[src/rtl/dot_product_sequencer_if.sv]
// dot_product_sequencer_if
//   Handshake and adder bus for the dot-product sequencer.
//   Command: start/len in, busy out.
//   Term stream: in_valid/in_data in, in_ready out.
//   Adder: add_a/add_b out, add_sum in (combinational external adder).
//   Result: out_valid/out_data out, out_ready in.
//   Optional ovf (carry-out sticky flag) exists when DOT_OVF_FLAG_EN is defined.
//   master = environment side, slave = sequencer side.
interface dot_product_sequencer_if #(
    parameter int LEN_W  = 4,
    parameter int DATA_W = 18
);
    logic              start;
    logic [LEN_W-1:0]  len;
    logic              busy;
    logic              in_valid;
    logic [DATA_W-1:0] in_data;
    logic              in_ready;
    logic [DATA_W-1:0] add_a;
    logic [DATA_W-1:0] add_b;
    logic [DATA_W-1:0] add_sum;
    logic              out_valid;
    logic [DATA_W-1:0] out_data;
    logic              out_ready;
`ifdef DOT_OVF_FLAG_EN
    logic              ovf;
`endif

    modport master (
        output start, len, in_valid, in_data, add_sum, out_ready,
`ifdef DOT_OVF_FLAG_EN
        input  ovf,
`endif
        input  busy, in_ready, add_a, add_b, out_valid, out_data
    );

    modport slave (
        input  start, len, in_valid, in_data, add_sum, out_ready,
`ifdef DOT_OVF_FLAG_EN
        output ovf,
`endif
        output busy, in_ready, add_a, add_b, out_valid, out_data
    );
endinterface

[src/rtl/dot_product_sequencer.sv]
// dot_product_sequencer
//   Accumulates one dot product from a stream of partial products using a
//   shared combinational adder (add_a = acc, add_b = in_data, add_sum back).
//   Ports: clk, rst_n (async active-low), bus (dot_product_sequencer_if.slave).
//   States: IDLE -> ACCUM (len terms, one per cycle) -> RESULT (hold until
//   out_ready). len==0 goes straight to RESULT with a zero result.
//   Optional macro DOT_OVF_FLAG_EN adds a sticky carry-out flag (bus.ovf).
module dot_product_sequencer #(
    parameter int LEN_W  = 4,
    parameter int DATA_W = 18
) (
    input  logic                  clk,
    input  logic                  rst_n,
    dot_product_sequencer_if.slave bus
);
    typedef enum logic [1:0] {IDLE, ACCUM, RESULT} state_t;

    state_t            state_q;
    logic [DATA_W-1:0] acc_q;
    logic [LEN_W-1:0]  cnt_q;
    logic              busy_q;
    logic              in_ready_q;
    logic              out_valid_q;
    logic              accept_d;

    // in_ready_q is only high in ACCUM, so it doubles as the state qualifier.
    assign accept_d = in_ready_q & bus.in_valid;

    assign bus.add_a     = acc_q;
    assign bus.add_b     = bus.in_data;
    assign bus.busy      = busy_q;
    assign bus.in_ready  = in_ready_q;
    assign bus.out_valid = out_valid_q;
    assign bus.out_data  = acc_q;

`ifdef DOT_OVF_FLAG_EN
    logic ovf_q;
    assign bus.ovf = ovf_q;

    // Unsigned carry-out: the wrapped sum is smaller than the accumulator.
    always_ff @(posedge clk or negedge rst_n) begin
        if (!rst_n) begin
            ovf_q <= 1'b0;
        end else if (state_q == IDLE && bus.start) begin
            ovf_q <= 1'b0;
        end else if (accept_d && (bus.add_sum < acc_q)) begin
            ovf_q <= 1'b1;
        end
    end
`endif

    always_ff @(posedge clk or negedge rst_n) begin
        if (!rst_n) begin
            state_q     <= IDLE;
            acc_q       <= '0;
            cnt_q       <= '0;
            busy_q      <= 1'b0;
            in_ready_q  <= 1'b0;
            out_valid_q <= 1'b0;
        end else begin
            case (state_q)
                IDLE: begin
                    if (bus.start) begin
                        acc_q  <= '0;
                        busy_q <= 1'b1;
                        if (bus.len != '0) begin
                            cnt_q      <= bus.len;
                            in_ready_q <= 1'b1;
                            state_q    <= ACCUM;
                        end else begin
                            out_valid_q <= 1'b1;
                            state_q     <= RESULT;
                        end
                    end
                end
                ACCUM: begin
                    if (accept_d) begin
                        acc_q <= bus.add_sum;
                        cnt_q <= cnt_q - LEN_W'(1);
                        if (cnt_q == LEN_W'(1)) begin
                            in_ready_q  <= 1'b0;
                            out_valid_q <= 1'b1;
                            state_q     <= RESULT;
                        end
                    end
                end
                RESULT: begin
                    if (bus.out_ready) begin
                        busy_q      <= 1'b0;
                        out_valid_q <= 1'b0;
                        state_q     <= IDLE;
                    end
                end
                default: begin
                    busy_q      <= 1'b0;
                    in_ready_q  <= 1'b0;
                    out_valid_q <= 1'b0;
                    state_q     <= IDLE;
                end
            endcase
        end
    end
endmodule

[src/flat_wrapper.sv]
// flat-port wrapper written by rule: the top's interface ports become plain ports
module dot_product_sequencer_flat 
#(
    parameter int LEN_W  = 4,
    parameter int DATA_W = 18
)
  (clk, rst_n, bus_start, bus_len, bus_in_valid, bus_in_data, bus_add_sum, bus_out_ready, bus_busy, bus_in_ready, bus_add_a, bus_add_b, bus_out_valid, bus_out_data);
  dot_product_sequencer_if #(.LEN_W(LEN_W), .DATA_W(DATA_W)) bus_i ();
  input  logic clk;
  input  logic rst_n;
  input wire logic [$bits(bus_i.start)-1:0] bus_start;
  input wire logic [$bits(bus_i.len)-1:0] bus_len;
  input wire logic [$bits(bus_i.in_valid)-1:0] bus_in_valid;
  input wire logic [$bits(bus_i.in_data)-1:0] bus_in_data;
  input wire logic [$bits(bus_i.add_sum)-1:0] bus_add_sum;
  input wire logic [$bits(bus_i.out_ready)-1:0] bus_out_ready;
  output wire logic [$bits(bus_i.busy)-1:0] bus_busy;
  output wire logic [$bits(bus_i.in_ready)-1:0] bus_in_ready;
  output wire logic [$bits(bus_i.add_a)-1:0] bus_add_a;
  output wire logic [$bits(bus_i.add_b)-1:0] bus_add_b;
  output wire logic [$bits(bus_i.out_valid)-1:0] bus_out_valid;
  output wire logic [$bits(bus_i.out_data)-1:0] bus_out_data;
  assign bus_i.start = bus_start;
  assign bus_i.len = bus_len;
  assign bus_i.in_valid = bus_in_valid;
  assign bus_i.in_data = bus_in_data;
  assign bus_i.add_sum = bus_add_sum;
  assign bus_i.out_ready = bus_out_ready;
  assign bus_busy = bus_i.busy;
  assign bus_in_ready = bus_i.in_ready;
  assign bus_add_a = bus_i.add_a;
  assign bus_add_b = bus_i.add_b;
  assign bus_out_valid = bus_i.out_valid;
  assign bus_out_data = bus_i.out_data;
  dot_product_sequencer #(.LEN_W(LEN_W), .DATA_W(DATA_W)) u_core (.clk(clk), .rst_n(rst_n), .bus(bus_i));
endmodule
[config.mk]
export PLATFORM = sky130hd
export DESIGN_NAME = dot_product_sequencer_flat
export DESIGN_NICKNAME = d
export VERILOG_FILES = /design/src/rtl/dot_product_sequencer_if.sv /design/src/rtl/dot_product_sequencer.sv /design/src/flat_wrapper.sv
export SDC_FILE = /design/constraint.sdc
export NUM_CORES = 1
export LEC_CHECK = 0
export ABC_AREA = 1
export CAP_MARGIN = 15
export CORE_AREA = 2 2 58 88
export DETAILED_ROUTE_END_ITERATION = 8
export DIE_AREA = 0 0 60 90
export HOLD_SLACK_MARGIN = 0.05
export PLACE_DENSITY = 0.89
export SYNTH_ARGS = -nofsm -noshare
export SYNTH_HDL_FRONTEND = slang
export SYNTH_SLANG_ARGS = --single-unit
[constraint.sdc]
create_clock -name clk -period 1.5 [get_ports clk]
set_clock_uncertainty 0.2 [all_clocks]
set_input_delay 0.3 -clock clk [delete_from_list [all_inputs] [get_ports clk]]
set_output_delay 0.3 -clock clk [all_outputs]
set_load 0.005 [all_outputs]
==> metrics.txt, run 1 <==
fin area=roughly 2400 um2; Worst EP required=1470 ps; row count=31; worst hold path class=primary input to async pin; setup slack after layout=32.34 ps; status=finished clean; initial antenna violation count=0; pre-CTS WS=-231.9 ps; P_leak=approximately 1.2 nW; clock power share=roughly an eighth; DR pass1 iterations=4; CP Launch Type=flop; internal power=~2.3 mW; CP bufs+invs=1; Tcrit/Tclk final=97.84%; Die Y-Extent=about 90 um; Via density=roughly 4.4; RSZ-0062 raised after global routing=yes; Die W=approximately 60 um; Final Hold Fails=0; CP delay by family, top=flip-flops; vias in the first global route=about 1.4k; Reg clk slew, reported paths=approximately 100 ps; Final setup viols=0; Port Buffer Count=between 60 and 70; most frequent cells in the layout=59 x nand2_1, 28 x dlygate4sd2_1, 26 x clkdlybuf4s50_1; Ys Warns=0; Pwr Density=around 1500 nW/um2; # Max-Cap Violations=0; total CTS buffers=3; Sw Share=34.28%; H-Tree Level Count=1; Die ar.=5400 um2; CTS Buffer Depth=2; antenna cells=0; crit path kind=flop to flop; number of DRC markers in iteration 0=73; pins over their slew limit=0; Seq pwr share=34.8%; Worst-Skew Late Latency=270 ps; # fillers=437; Tot Pwr=~3.4 mW; CP Cell Sequence=nor2_4 > nand2_4 > nand3_4 > clkbuf_16 > o21ai_2; antenna-violating nets left=0; post-synth net total=240; crit-path max FO=11; crit end category=flop; post-synthesis sequential area ratio=between 40% and 50%; Mapped Area=1659 um2; Yosys cell types=21; drt total wl=about 3700 um; TritonCTS clock tree=built; GRT Util Overall=roughly 14%; Placed Instances=289; Tmin final=between 1000 and 1500 ps; commonest non-fill, non-tap cell in the layout=nand2_1; first-pass GRT wire length=approximately 6000 um; grt total ovfl=0; Fmax=681.4 MHz; Avg Cell Area, Syn=approximately 8.6 um2; CP arrival=between 1000 and 1500 ps; largest stage delay on the critical path=~460 ps; core area=roughly 4700 um2; clk sink count=27; largest net degree at the start of global routing=28; Area Overhead vs Synth=42.16%; total number of vias=around 1.4k; IO Count=approximately 100; fin cells=roughly 320; peak supply drop=516.7 uV; post-synthesis register bit count=27; Post-Synthesis Cells=193; Gate power share=52.8%; Rel. slew slack=approximately 86%; CTS root buf=clkbuf_8; GPL Wtd Cong=0.8211; Crit-path slowest cell=dfrtp_2; layout cells sized above 1=33.33%; # DRC=0; Hold Worst Slack=171.9 ps; WL/cell=11.69 um; Hold-fix buffers, CTS=0; Cell Area, Placed=2171 um2; Final nets=297; Worst-Margin Slew=208.7 ps; starting density of the core=a little over a third; DP Wirelength=~2600 um; Net Switching=around 1.2 mW
## path summary, 6_finish.rpt
check,slack [ps],start,end,depth (start not counted)
max in group asynchronous,760,rst_n,u_core.state_q[1]$_DFFE_PN0P_,2
setup / recovery,30,u_core.state_q[1]$_DFFE_PN0P_,u_core.bus.add_a[3]$_DFFE_PN0P_,5
hold / removal,170,rst_n,u_core.bus.add_a[16]$_DFFE_PN0P_,2
hold reg to reg,290,u_core.bus.out_valid$_DFFE_PN0P_,u_core.bus.out_valid$_DFFE_PN0P_,2
setup reg to reg,30,u_core.state_q[1]$_DFFE_PN0P_,u_core.bus.add_a[3]$_DFFE_PN0P_,5
min in group clk,290,u_core.bus.out_valid$_DFFE_PN0P_,u_core.bus.out_valid$_DFFE_PN0P_,2
## through the flow
stage	utilization (%)	setup TNS, ps
detailed placement	46.25	-4853
finish	50.25	0
floorplan	-	0
CTS	49.59	-7.237
global route	50.25	-493.8
global placement	46.25	-4470
## area by class of cell
type,instances,area (um2),share of cell area [%]
Timing Repair Buffer,93,838.3,35.54
Sequential cell,27,678.2,28.75
Multi-Input combinational cell,115,673.1,28.54
Tap cell,66,82.58,3.501
Clock buffer,3,41.29,1.751
Inverter,10,40.04,1.698
Clock inverter,1,5.005,0.2122
## power groups by stage
stage	clock [mW]	sequential (mW)	combinational, mW
floorplan	0	1.26	0.964
global placement	0	1.25	1.69
detailed placement	0	1.27	1.75
CTS	0.438	1.19	1.83
global route	0.472	1.24	2.02
finish	0.425	1.20	1.82
## worst reg2reg max path, stage by stage, from the launching register on
cell and delay [ps]:
dfrtp_2 460, nor2_4 220, nand2_4 100, nand3_4 140, clkbuf_16 200, o21ai_2 60
## registers in the layout (all words and copies together) (netlist names)
| name | cells |
|---|---|
| u_core.bus.busy | 1 |
| u_core.bus.out_valid | 1 |
| u_core.state_q | 2 |
| u_core.bus.add_a | 18 |
| u_core.cnt_q | 4 |
| u_core.bus.in_ready | 1 |
## Yosys cell counts, drive strengths merged
cell / n / area share (%)
nand3: 8 / 3.9
or2: 1 / 0.38
o21ai: 26 / 12
a21oi: 1 / 0.53
dfrtp: 27 / 41
ha: 2 / 1.5
nand4: 1 / 0.38
inv: 10 / 2.3
xor2: 1 / 0.53
nand2: 65 / 15
nor2: 10 / 3.5
buf: 41 / 19
## routing by layer
| layer | vias to the layer above | global-route usage [%] | wire length [um] |
|---|---|---|---|
| li1 | 686 | - | - |
| met1 | 642 | 15.53 | 1358 |
| met2 | 46 | 25.36 | 2097 |
| met3 | 6 | 1.727 | 202 |
| met4 | 0 | 5.370 | 24 |
| met5 | - | 0 | 0 |
## kinds of logic after synthesis
family / share of synthesized area [%]
fa+ha+maj: 1.508
xor+xnor: 0.5280
compound gates: 12.44
flops: 40.72
simple gates: 23.45
buf+inv: 21.34
## timing repair
action                                  4_1_cts  5_1_grt
buffers inserted                             19        2
cloned                                        0        1
gates resized for setup                      52       26
pin swaps                                     0        1
endpoints found under the setup margin       52       37
(Power assumes the default switching activity.)
==> run 2, diff against run 1 <==
--- a/config.mk
+++ b/config.mk
@@ -5,13 +5,12 @@
 export SDC_FILE = /design/constraint.sdc
 export NUM_CORES = 1
 export LEC_CHECK = 0
-export ABC_AREA = 1
-export CAP_MARGIN = 15
-export CORE_AREA = 2 2 58 88
+export CAP_MARGIN = 5
+export CORE_AREA = 2 2 77 64
 export DETAILED_ROUTE_END_ITERATION = 8
-export DIE_AREA = 0 0 60 90
+export DIE_AREA = 0 0 79 66
 export HOLD_SLACK_MARGIN = 0.05
-export PLACE_DENSITY = 0.89
+export PLACE_DENSITY = 0.88
 export SYNTH_ARGS = -nofsm -noshare
 export SYNTH_HDL_FRONTEND = slang
 export SYNTH_SLANG_ARGS = --single-unit
==> run 2 against run 1 <==
Against the previous run:
- first-iteration DRC count is 48% lower
- routed wire length grew 5.6%
- critical path type unchanged
- sequential share of layout area shrank 0.35 points
- setup slack lost 200 ps
- clock-buffer cell count rose by 1
- combinational power rose by 55%
- critical endpoint is now u_core.cnt_q[0]$_DFFE_PN0P_
- sequential power grew 8%
- clock power is 5.4% lower
- the run now ends with setup timing left
- critical path depth stayed put
==> metrics.txt, run 2 <==
Yosys cell types=34 (+62%); Synth Flop Type=dfrtp_1; IO Count=102 (unchanged); total CTS buffers=3 (unchanged); Tmin final=1668 ps (+200.6 ps); Synth top cells by count=38 x buf_4, 27 x dfrtp_1, 18 x a22o_1; row count=22 (-29%); crit end category=flop; Compound-Gate Fraction of Synth Area=19.43% (+7.0 points); Async SR Flop Fraction=100.0% (unchanged); mux cell area share after synthesis=2.168% (+2.2 points); internal power=2.952 mW (+30%); H-Tree Level Count=1 (unchanged); Area Overhead vs Synth=58.88%; GRT Util Overall=15.27% (+1.3 points); Worst EP required=1460 ps (about the same); Fmax=599.4 MHz (-12%); Hold-fix buffers, CTS=0 (unchanged); Tcrit/Tclk final=111.2% (+13 points); Avg Cell Area, Syn=10.64 um2 (+24%); Post-Synth XOR/XNOR Area=0% (-0.53 points); Rel. slew slack=78.85% (-7.2 points); Port Buffer Count=65 (unchanged); drt total wl=3890 um (+5.6%); Worst-Margin Slew=314.9 ps (+106.2 ps); clock power share=8.9% (-3.4 points); largest net degree at the start of global routing=28 (unchanged); peak supply drop=768.0 uV (+49%); Hold Worst Slack=184.9 ps (+13.03 ps); layout cells sized above 1=39.55% (+6.2 points); pre-CTS WS=-625.1 ps (-393.2 ps); Cell Area, Placed=2125 um2 (-2.1%); Post-Synthesis Cells=141 (-27%); Final setup viols=24 (+24); # DRC=0 (unchanged); Net Switching=1.582 mW (+34%); # Max-Cap Violations=0 (unchanged); number of flops mapped to enable cells by yosys=0 (unchanged); Reg clk slew, reported paths=90 ps (about the same); largest stage delay on the critical path=410 ps (-50 ps); core area=4459 um2 (-5.0%); number of DRC markers in iteration 0=38 (-48%); worst hold path class=primary input to async pin; antenna cells=0 (unchanged); main combinational cell family by area after synthesis=buffers and inverters; P_leak=1.170 nW (-6.3%); Area contributors post-synth=dfrtp_1 45%, buf_4 19%, a22o_1 11%; initial antenna violation count=0 (unchanged); Synth top area share=45.04% (+4.3 points); Gate power share=62.5% (+9.7 points); Core Util, Final=53.45% (+3.2 points); CP Cell Sequence=buf_6 > nor3b_4 > o22ai_4 > mux2_4 > o21a_1; Yosys top cell by area=dfrtp_1; CTS root buf=clkbuf_8; Final Hold Fails=0 (unchanged); DP Wirelength=2653 um (+3.7%); Ys Warns=0 (unchanged); vias in the first global route=1,365 (-0.073%); first-pass GRT wire length=6272 um (+4.7%); grt total ovfl=0 (unchanged); Pwr Density=1902 nW/um2 (+30%); RSZ-0062 raised after global routing=yes; post-synthesis sequential area ratio=45.04% (+4.3 points); most frequent cells in the layout=39 x buf_4, 29 x dlygate4sd2_1, 26 x dfrtp_1; starting density of the core=33.64% (-1.7 points); max FFs per register=18 (unchanged); multi-input logic area=575.6 um2 (-14%); Mapped Area=1500 um2 (-9.6%); Die W=79 um (+32%); post-synth net total=188 (-22%); Synth Area in Adders=1.668% (+0.16 points); # fillers=419 (-4.1%); commonest non-fill, non-tap cell in the layout=buf_4; fin area=2384 um2 (+1.1%); simple-gate share of the synthesized area=10.43% (-13 points); total number of vias=1,326 (-3.9%); post-synthesis register bit count=27 (unchanged); status=finished, violations left; setup slack after layout=-168.3 ps (-200.6 ps); CP arrival=1630 ps (+190 ps); Crit-path slowest cell=dfrtp_1; Seq pwr share=28.6% (-6.2 points); GPL Wtd Cong=0.8654 (+5.4%); most common cell in the netlist=buf_4; crit path kind=flop to flop; clk sink count=27 (unchanged); WL/cell=13.89 um (+19%); failing checks=setup timing; antenna-violating nets left=0 (unchanged); pins over their slew limit=0 (unchanged); Via density=4.736 (+8.1%); Die ar.=5214 um2 (-3.4%); Final nets=268 (-9.8%); TritonCTS clock tree=built; r2r worst-path depth=5 (unchanged); Sw Share=34.89% (+0.60 points); sequential cell area=676.9 um2 (-0.18%); CP Launch Type=flop; Die Y-Extent=66 um (-27%); CTS Buffer Depth=2 (unchanged); final setup TNS=-2883 ps (-2883 ps); DR pass1 iterations=4 (unchanged); Worst-Skew Late Latency=260 ps (about the same); crit-path max FO=4 (-7)
==> run 2: critical path: cells and delay by family, from the launching register on <==
family,cells,cell delay [ps]
flops,1,410
compound gates,2,280
simple gates,1,260
mux,1,260
buf+inv,1,140
==> run 2: repair_timing <==
item                                   CTS  global route
setup buffers                           23             6
pin swaps                                8            10
endpoints found under the hold margin    0             0
gates resized for setup                 73            27
setup endpoints to repair               65            41
==> run 2: cells by family (layout without fill, tap and decap cells) <==
kind of cell    Yosys count  in the layout
buf+inv                  46            125
flops                    27             27
simple gates             26             26
compound gates           37             37
fa+ha+maj                 2              2
mux                       3              3
==> run 2: routing by layer <==
layer	global-route usage, %	part of all wire [%]
met5	0	0
met2	26.59	50
met4	5.388	1.3
met1	18.92	41
met3	3.005	7.4
==> run 2: layout make-up <==
class | count | share of cell area, %
flip-flops and latches | 27 | 28.40
multi-input cells | 68 | 24.15
inverters | 4 | 0.6299
repair buffers | 117 | 41.78
well taps | 60 | 3.150
clock buffers | 4 | 1.890
==> run 2: worst paths after layout <==
kind	from	end	slack, ps
setup / recovery	u_core.state_q[1]$_DFFE_PN0P_	u_core.cnt_q[0]$_DFFE_PN0P_	-170
hold / removal	rst_n	u_core.bus.add_a[4]$_DFFE_PN0P_	180
setup reg to reg	u_core.state_q[1]$_DFFE_PN0P_	u_core.cnt_q[0]$_DFFE_PN0P_	-170
hold reg to reg	u_core.bus.out_valid$_DFFE_PN0P_	u_core.bus.out_valid$_DFFE_PN0P_	310
max in group asynchronous	rst_n	u_core.state_q[0]$_DFFE_PN0P_	750
min in group clk	u_core.bus.out_valid$_DFFE_PN0P_	u_core.bus.out_valid$_DFFE_PN0P_	310
==> run 2: stage by stage <==
step | power [mW] | instances
after CTS | 4.431 | 274
after global routing | 4.881 | 280
after floorplan | 2.753 | 141
after global placement | 3.789 | 248
final | 4.533 | 280
after detailed placement | 3.891 | 248
==> run 2: power groups by stage <==
stage | registers [mW] | clock network, mW | logic [mW]
after floorplan | 1.35 | 0 | 1.40
after global placement | 1.34 | 0 | 2.45
after detailed placement | 1.35 | 0 | 2.54
after CTS | 1.29 | 0.415 | 2.73
after global routing | 1.35 | 0.442 | 3.09
final | 1.30 | 0.402 | 2.83
